==> src/rtl/spi_flash_responder.sv <==
// SPI mode-0 flash responder (READ 0x03, PP 0x02, WREN 0x06, RDSR 0x05) over a byte-wide memory port.
// Define SPI_FLASH_RESPONDER_FAST_READ_EN to also decode FAST READ 0x0B with 8 dummy clocks.
module spi_flash_responder #(
  parameter int SYNC_STAGES = 2,
  parameter int ADDR_W      = 24
) (
  input  logic              clk,
  input  logic              rst,
  input  logic              spi_cs_n,
  input  logic              spi_sck,
  input  logic              spi_mosi,
  output logic              spi_miso,
  output logic              spi_miso_oe,
  output logic              mem_req,
  output logic              mem_we,
  output logic [ADDR_W-1:0] mem_addr,
  output logic [7:0]        mem_wdata,
  input  logic [7:0]        mem_rdata,
  input  logic              mem_ack,
  output logic              wel,
  output logic              underrun
);
  typedef enum logic [2:0] {IDLE, CMD, ADDR, RDATA, WDATA, STATUS, IGNORE
`ifdef SPI_FLASH_RESPONDER_FAST_READ_EN
    , DUMMY
`endif
  } state_t;

  logic [SYNC_STAGES-1:0] cs_sync, sck_sync, mosi_sync;
  logic cs_prev, sck_prev, cs_s, sck_s, mosi_s;
  logic cs_fall, cs_rise, sck_rise, sck_fall;

  state_t            state_q, state_d;
  logic [5:0]        bit_cnt;
  logic [6:0]        sh_in;
  logic [7:0]        byte_in, sh_out, rd_buf;
  logic [ADDR_W-1:0] addr, addr_in;
  logic              is_prog, rd_valid, prog_got;
  logic              byte_done, addr_done, fetching, rd_ack;
`ifdef SPI_FLASH_RESPONDER_FAST_READ_EN
  logic              is_fast;
`endif

  assign cs_s     = cs_sync[SYNC_STAGES-1];
  assign sck_s    = sck_sync[SYNC_STAGES-1];
  assign mosi_s   = mosi_sync[SYNC_STAGES-1];
  assign cs_fall  = cs_prev & ~cs_s;
  assign cs_rise  = ~cs_prev & cs_s;
  assign sck_rise = ~sck_prev & sck_s;
  assign sck_fall = sck_prev & ~sck_s;

  // Synchronizers reset to the idle bus: deselected, clock low.
  always_ff @(posedge clk or negedge rst) begin
    if (!rst) begin
      cs_sync   <= '1;
      sck_sync  <= '0;
      mosi_sync <= '0;
      cs_prev   <= 1'b1;
      sck_prev  <= 1'b0;
    end else begin
      cs_sync   <= {cs_sync[SYNC_STAGES-2:0], spi_cs_n};
      sck_sync  <= {sck_sync[SYNC_STAGES-2:0], spi_sck};
      mosi_sync <= {mosi_sync[SYNC_STAGES-2:0], spi_mosi};
      cs_prev   <= cs_s;
      sck_prev  <= sck_s;
    end
  end

  assign byte_in   = {sh_in, mosi_s};
  assign addr_in   = {addr[ADDR_W-2:0], mosi_s};
  assign byte_done = sck_rise && (bit_cnt[2:0] == 3'd7);
  assign addr_done = sck_rise && (bit_cnt == 6'(ADDR_W-1));
`ifdef SPI_FLASH_RESPONDER_FAST_READ_EN
  assign fetching  = (state_q == RDATA) || (state_q == DUMMY);
`else
  assign fetching  = (state_q == RDATA);
`endif
  assign rd_ack    = mem_ack && !mem_we && fetching;
  assign spi_miso  = spi_miso_oe & sh_out[7];

  always_ff @(posedge clk or negedge rst) begin
    if (!rst) state_q <= IDLE;
    else      state_q <= state_d;
  end

  always_comb begin
    state_d = state_q;
    if (cs_rise) state_d = IDLE;
    else begin
      case (state_q)
        IDLE: if (cs_fall) state_d = CMD;
        CMD: if (byte_done) begin
          case (byte_in)
            8'h03:   state_d = ADDR;
            8'h02:   state_d = wel ? ADDR : IGNORE;
            8'h05:   state_d = STATUS;
`ifdef SPI_FLASH_RESPONDER_FAST_READ_EN
            8'h0B:   state_d = ADDR;
`endif
            default: state_d = IGNORE;
          endcase
        end
        ADDR: if (addr_done) begin
          if (is_prog) state_d = WDATA;
`ifdef SPI_FLASH_RESPONDER_FAST_READ_EN
          else if (is_fast) state_d = DUMMY;
`endif
          else state_d = RDATA;
        end
`ifdef SPI_FLASH_RESPONDER_FAST_READ_EN
        DUMMY: if (byte_done) state_d = RDATA;
`endif
        default: ;
      endcase
    end
  end

  always_ff @(posedge clk or negedge rst) begin
    if (!rst) begin
      bit_cnt     <= '0;
      sh_in       <= '0;
      sh_out      <= '0;
      rd_buf      <= '0;
      addr        <= '0;
      is_prog     <= 1'b0;
      rd_valid    <= 1'b0;
      prog_got    <= 1'b0;
      spi_miso_oe <= 1'b0;
      mem_req     <= 1'b0;
      mem_we      <= 1'b0;
      mem_addr    <= '0;
      mem_wdata   <= '0;
      wel         <= 1'b0;
      underrun    <= 1'b0;
`ifdef SPI_FLASH_RESPONDER_FAST_READ_EN
      is_fast     <= 1'b0;
`endif
    end else begin
      // Output-side states count falling edges, everything else counts rising edges.
      if (state_d != state_q || cs_fall) bit_cnt <= '0;
      else if (state_q == ADDR) begin
        if (sck_rise) bit_cnt <= bit_cnt + 6'd1;
      end else if (state_q == RDATA || state_q == STATUS) begin
        if (sck_fall) bit_cnt <= {3'b0, bit_cnt[2:0] + 3'd1};
      end else if (sck_rise) bit_cnt <= {3'b0, bit_cnt[2:0] + 3'd1};

      if (mem_ack) mem_req <= 1'b0;
      if (rd_ack) begin
        rd_buf   <= mem_rdata;
        rd_valid <= 1'b1;
      end
      if (sck_rise) sh_in <= byte_in[6:0];

      if (cs_rise) begin
        spi_miso_oe <= 1'b0;
        sh_out      <= '0;
        rd_valid    <= 1'b0;
        if (state_q == WDATA && prog_got) wel <= 1'b0;
      end else begin
        case (state_q)
          IDLE: if (cs_fall) begin
            underrun <= 1'b0;
            prog_got <= 1'b0;
          end
          CMD: if (byte_done) begin
            if (byte_in == 8'h06) wel <= 1'b1;
            is_prog <= (byte_in == 8'h02);
`ifdef SPI_FLASH_RESPONDER_FAST_READ_EN
            is_fast <= (byte_in == 8'h0B);
`endif
          end
          ADDR: if (sck_rise) begin
            addr <= addr_in;
            if (addr_done && !is_prog) begin
              mem_req  <= 1'b1;
              mem_we   <= 1'b0;
              mem_addr <= addr_in;
            end
          end
          RDATA, STATUS: if (sck_fall) begin
            if (bit_cnt[2:0] == 3'd0) begin
              spi_miso_oe <= 1'b1;
              if (state_q == STATUS) sh_out <= {6'b0, wel, 1'b0};
              else if (rd_valid || rd_ack) begin
                // Ack on the load edge bypasses the buffer so no byte is lost.
                sh_out   <= rd_ack ? mem_rdata : rd_buf;
                rd_valid <= 1'b0;
                mem_req  <= 1'b1;
                mem_we   <= 1'b0;
                mem_addr <= addr + ADDR_W'(1);
                addr     <= addr + ADDR_W'(1);
              end else begin
                sh_out   <= 8'hFF;
                underrun <= 1'b1;
              end
            end else sh_out <= {sh_out[6:0], 1'b0};
          end
          WDATA: if (byte_done) begin
            prog_got <= 1'b1;
            if (mem_req && !mem_ack) underrun <= 1'b1;
            else begin
              mem_req    <= 1'b1;
              mem_we     <= 1'b1;
              mem_addr   <= addr;
              mem_wdata  <= byte_in;
              addr[7:0]  <= addr[7:0] + 8'd1;
            end
          end
          default: ;
        endcase
      end
    end
  end
endmodule

==> config.mk <==
export PLATFORM = sky130hd
export DESIGN_NAME = spi_flash_responder
export DESIGN_NICKNAME = d
export VERILOG_FILES = /design/src/rtl/spi_flash_responder.sv
export SDC_FILE = /design/constraint.sdc
export NUM_CORES = 1
export LEC_CHECK = 0
export ABC_AREA = 1
export ABC_CLOCK_PERIOD_IN_PS = 2200
export CAP_MARGIN = 40
export CORE_MARGIN = 10
export CORE_UTILIZATION = 60
export CTS_BUF_LIST = sky130_fd_sc_hd__clkbuf_2 sky130_fd_sc_hd__clkbuf_4 sky130_fd_sc_hd__clkbuf_8
export DETAILED_ROUTE_END_ITERATION = 7
export PLACE_DENSITY = 0.83
export SLEW_MARGIN = 20
export SYNTH_ARGS = -nofsm -noshare
export SYNTH_HDL_FRONTEND = slang
export SYNTH_SLANG_ARGS = --single-unit
==> constraint.sdc <==
create_clock -name clk -period 2.2 [get_ports clk]
set_input_delay 0.55 -clock clk [delete_from_list [all_inputs] [get_ports clk]]
set_output_delay 0.55 -clock clk [all_outputs]
set_load 0.005 [all_outputs]
==> flow_metrics.env <==
export IMPL_drtPass1Iterations=6
export IMPL_start_util=0.618
export IMPL_cts_tree="yes"
export IMPL_slew_viol_final=0
export IMPL_ys_types=43
export IMPL_hold_class="primary input to async pin"
export IMPL_nFillCells=770
export IMPL_sequentialPowerShare=0.423
export IMPL_cap_violations=0
export IMPL_clockBufferDepth=2
export IMPL_route_detailed_drc=0
export IMPL_finalHoldViolations=0
export IMPL_start_kind="flop"
export IMPL_dr_first_iter_drc_count=595
export IMPL_synthCells=777
export IMPL_via_per_inst=5.58
export IMPL_status="completed"
export IMPL_ys_flop_type="dfrtp_1"
export IMPL_multiInputGateArea_mm2=0.00266
export IMPL_layout_commonest_cell="nand2_1"
export IMPL_htree_levels=3
export IMPL_ir_drop_v=0.000676
export IMPL_crit_type="flop to flop"
export IMPL_placed_area_mm2=0.00654
export IMPL_end_kind="flop"
export IMPL_finalCritPeriodShare=0.911
export IMPL_dieHeight_um=118
export IMPL_grt_max_degree=38
export IMPL_rsz0062_at_grt="false"
export IMPL_setup_ws_ns=0.196
export IMPL_dp_hpwl_um=10800
export IMPL_setup_violations=0
export IMPL_critical_path_arrival_ns=2.29
export IMPL_place_ws_ns=0.0196
export IMPL_grt_total_usage=0.212
export IMPL_synth_seq_cells=104
export IMPL_antennaDiodeCount=0
export IMPL_netlist_area_mm2=0.00574
export IMPL_cts_setup_buffers=0
export IMPL_hold_buffers=0
export IMPL_clk_latency_ns=0.39
export IMPL_powerDensity_mw_per_mm2=970
export IMPL_power_switching_mw=2.79
export IMPL_core_area_mm2=0.00928
export IMPL_fin_util=0.726
export IMPL_clock_power_share=0.180
export IMPL_period_minus_slack_ns=2.00
export IMPL_drt_wl_total_um=14400
export IMPL_finalPower_mw=6.54
export IMPL_fin_skew_ns=0.0118
export IMPL_grt_pass1_vias=5228
export IMPL_clkSinkCount=104
export IMPL_synth_edff_count=0
export IMPL_cts_inserted_buffers=9
export IMPL_fin_cells=978
export IMPL_clkTransAtPathRegs_ns=0.11
export IMPL_post_place_cells=962
export IMPL_syn_nets=795
export IMPL_critPathRequiredTime_ns=2.48
export IMPL_drive_above_1_share=0.104
export IMPL_die_w_um=118
export IMPL_p_leak_nw=3.35
export IMPL_finalNetCount=862
export IMPL_ff_latch_area_mm2=0.00261
export IMPL_grt_antenna_before_repair=0
export IMPL_fin_setup_tns_ns=0
export IMPL_path_max_fanout=16
export IMPL_vias=5461
export IMPL_final_antenna_net_count=0
export IMPL_cts_root_buf="clkbuf_8"
export IMPL_routabilityCongestion=0.961
export IMPL_intPower_mw=3.74
export IMPL_pin_count=52
export IMPL_io_buffers=51
export IMPL_design_area_mm2=0.00674
export IMPL_worstMarginPinSlew_ns=0.490
export IMPL_max_freq_ghz=0.499
export IMPL_ys_seq_area_frac=0.454
export IMPL_slew_headroom=0.672
export IMPL_layout_common_cells="nand2_1, dfrtp_1, inv_1, nor2_1, o21ai_0"
export IMPL_sw_frac_of_total=0.427
export IMPL_postSynth_asyncResetShare=1.00
export IMPL_grt_first_pass_wirelength_um=25300
export IMPL_ys_warn_count=0
export IMPL_syn_to_final_growth_pct=17.4
export IMPL_rows=35
export IMPL_wire_per_inst_um=14.8
export IMPL_hold_ws_ns=0.101
export IMPL_p_comb_frac=0.397
export IMPL_overflow=0
export IMPL_die_area_mm2=0.0139
export IMPL_avgSynthCellArea_um2=7.39
cell usage after synthesis, types with 2 or more instances:
cell | instances | area, um^2
ha_1 | 4 | 50.1
o221ai_1 | 5 | 43.8
nor3_1 | 16 | 80.1
inv_4 | 2 | 12.5
inv_2 | 5 | 18.8
inv_1 | 82 | 308
o21ai_2 | 2 | 17.5
a22oi_1 | 8 | 60.1
nor2_2 | 5 | 31.3
nand2_1 | 244 | 916
nand2_2 | 4 | 25.0
o22ai_1 | 3 | 18.8
nand3_1 | 44 | 220
nand4_1 | 16 | 100
buf_6 | 2 | 22.5
nand2_4 | 5 | 56.3
clkinv_1 | 2 | 7.51
o21ai_0 | 54 | 270
nor2_4 | 4 | 45.0
nand3b_1 | 2 | 15.0
o211ai_1 | 4 | 30.0
clkbuf_1 | 10 | 37.5
buf_2 | 7 | 35.0
o21a_1 | 2 | 15.0
nor2_1 | 63 | 236
a21oi_1 | 47 | 235
dfstp_2 | 3 | 78.8
buf_4 | 6 | 45.0
dfrtp_1 | 101 | 2530
xor2_1 | 5 | 43.8
o21ai_1 | 8 | 40.0
path summary, 6_finish.rpt:
| kind | from | end | slack [ns] | depth (start not counted) |
|---|---|---|---|---|
| worst max-delay path | state_q[1] | mem_addr[19] | 0.20 | 8 |
| worst min-delay path | rst | rd_buf[6] | 0.10 | 1 |
| worst max register to register | state_q[1] | mem_addr[19] | 0.20 | 8 |
| worst min register to register | cs_sync[0] | cs_sync[1] | 0.36 | 0 |
| max in group asynchronous | rst | state_q[0] | 1.42 | 2 |
| min in group clk | cs_sync[0] | cs_sync[1] | 0.36 | 0 |
timing repair:
action,CTS,global route
endpoints found under the hold margin,0,0
resized for setup,0,7
setup endpoints to repair,0,32
cells by family after synthesis:
group,synth area share
compound gates,0.140
xor+xnor,0.00763
fa+ha+maj,0.00872
buf+inv,0.0854
flops,0.454
simple gates,0.304
power by group through the flow:
| stage | clock, mW | sequential, mW | combinational, mW |
|---|---|---|---|
| 6_report | 1.18 | 2.77 | 2.60 |
| 5_1_grt | 1.27 | 2.84 | 2.95 |
| 4_1_cts | 1.19 | 2.75 | 2.54 |
| 3_5_place_dp | 0 | 2.78 | 2.53 |
| 3_3_place_gp | 0 | 2.77 | 2.45 |
| 2_1_floorplan | 0 | 2.61 | 1.75 |
critical path, stage by stage, from the launching register on:
cell	delay [ns]
dfrtp_1	0.48
nor2_4	0.23
nand2_4	0.09
nand2_4	0.21
nor2_2	0.11
buf_4	0.20
a21oi_1	0.16
nand4_1	0.20
o21a_1	0.23
metal layers:
layer	track usage	share of wire	up-vias
met1	0.293	0.45	2586
met5	0	0	-
met2	0.330	0.46	199
met3	0.0456	0.072	29
li1	-	-	2647
met4	0.0572	0.016	0
layout make-up:
class,count,area share
clock buffers,9,0.0184
flip-flops and latches,104,0.387
well taps,129,0.0239
multi-input cells,556,0.395
repair buffers,82,0.115
inverters,91,0.0514
clock inverters,7,0.00891
registers in the layout, summed over array words and instances (netlist names), 2 cells and up:
signal,flops
mosi_sync,2
bit_cnt,6
addr,24
mem_addr,24
state_q,3
mem_wdata,8
sh_in,7
sh_out,8
rd_buf,8
cs_sync,2
sck_sync,2
No activity file was read; power rests on OpenSTA's default activity.
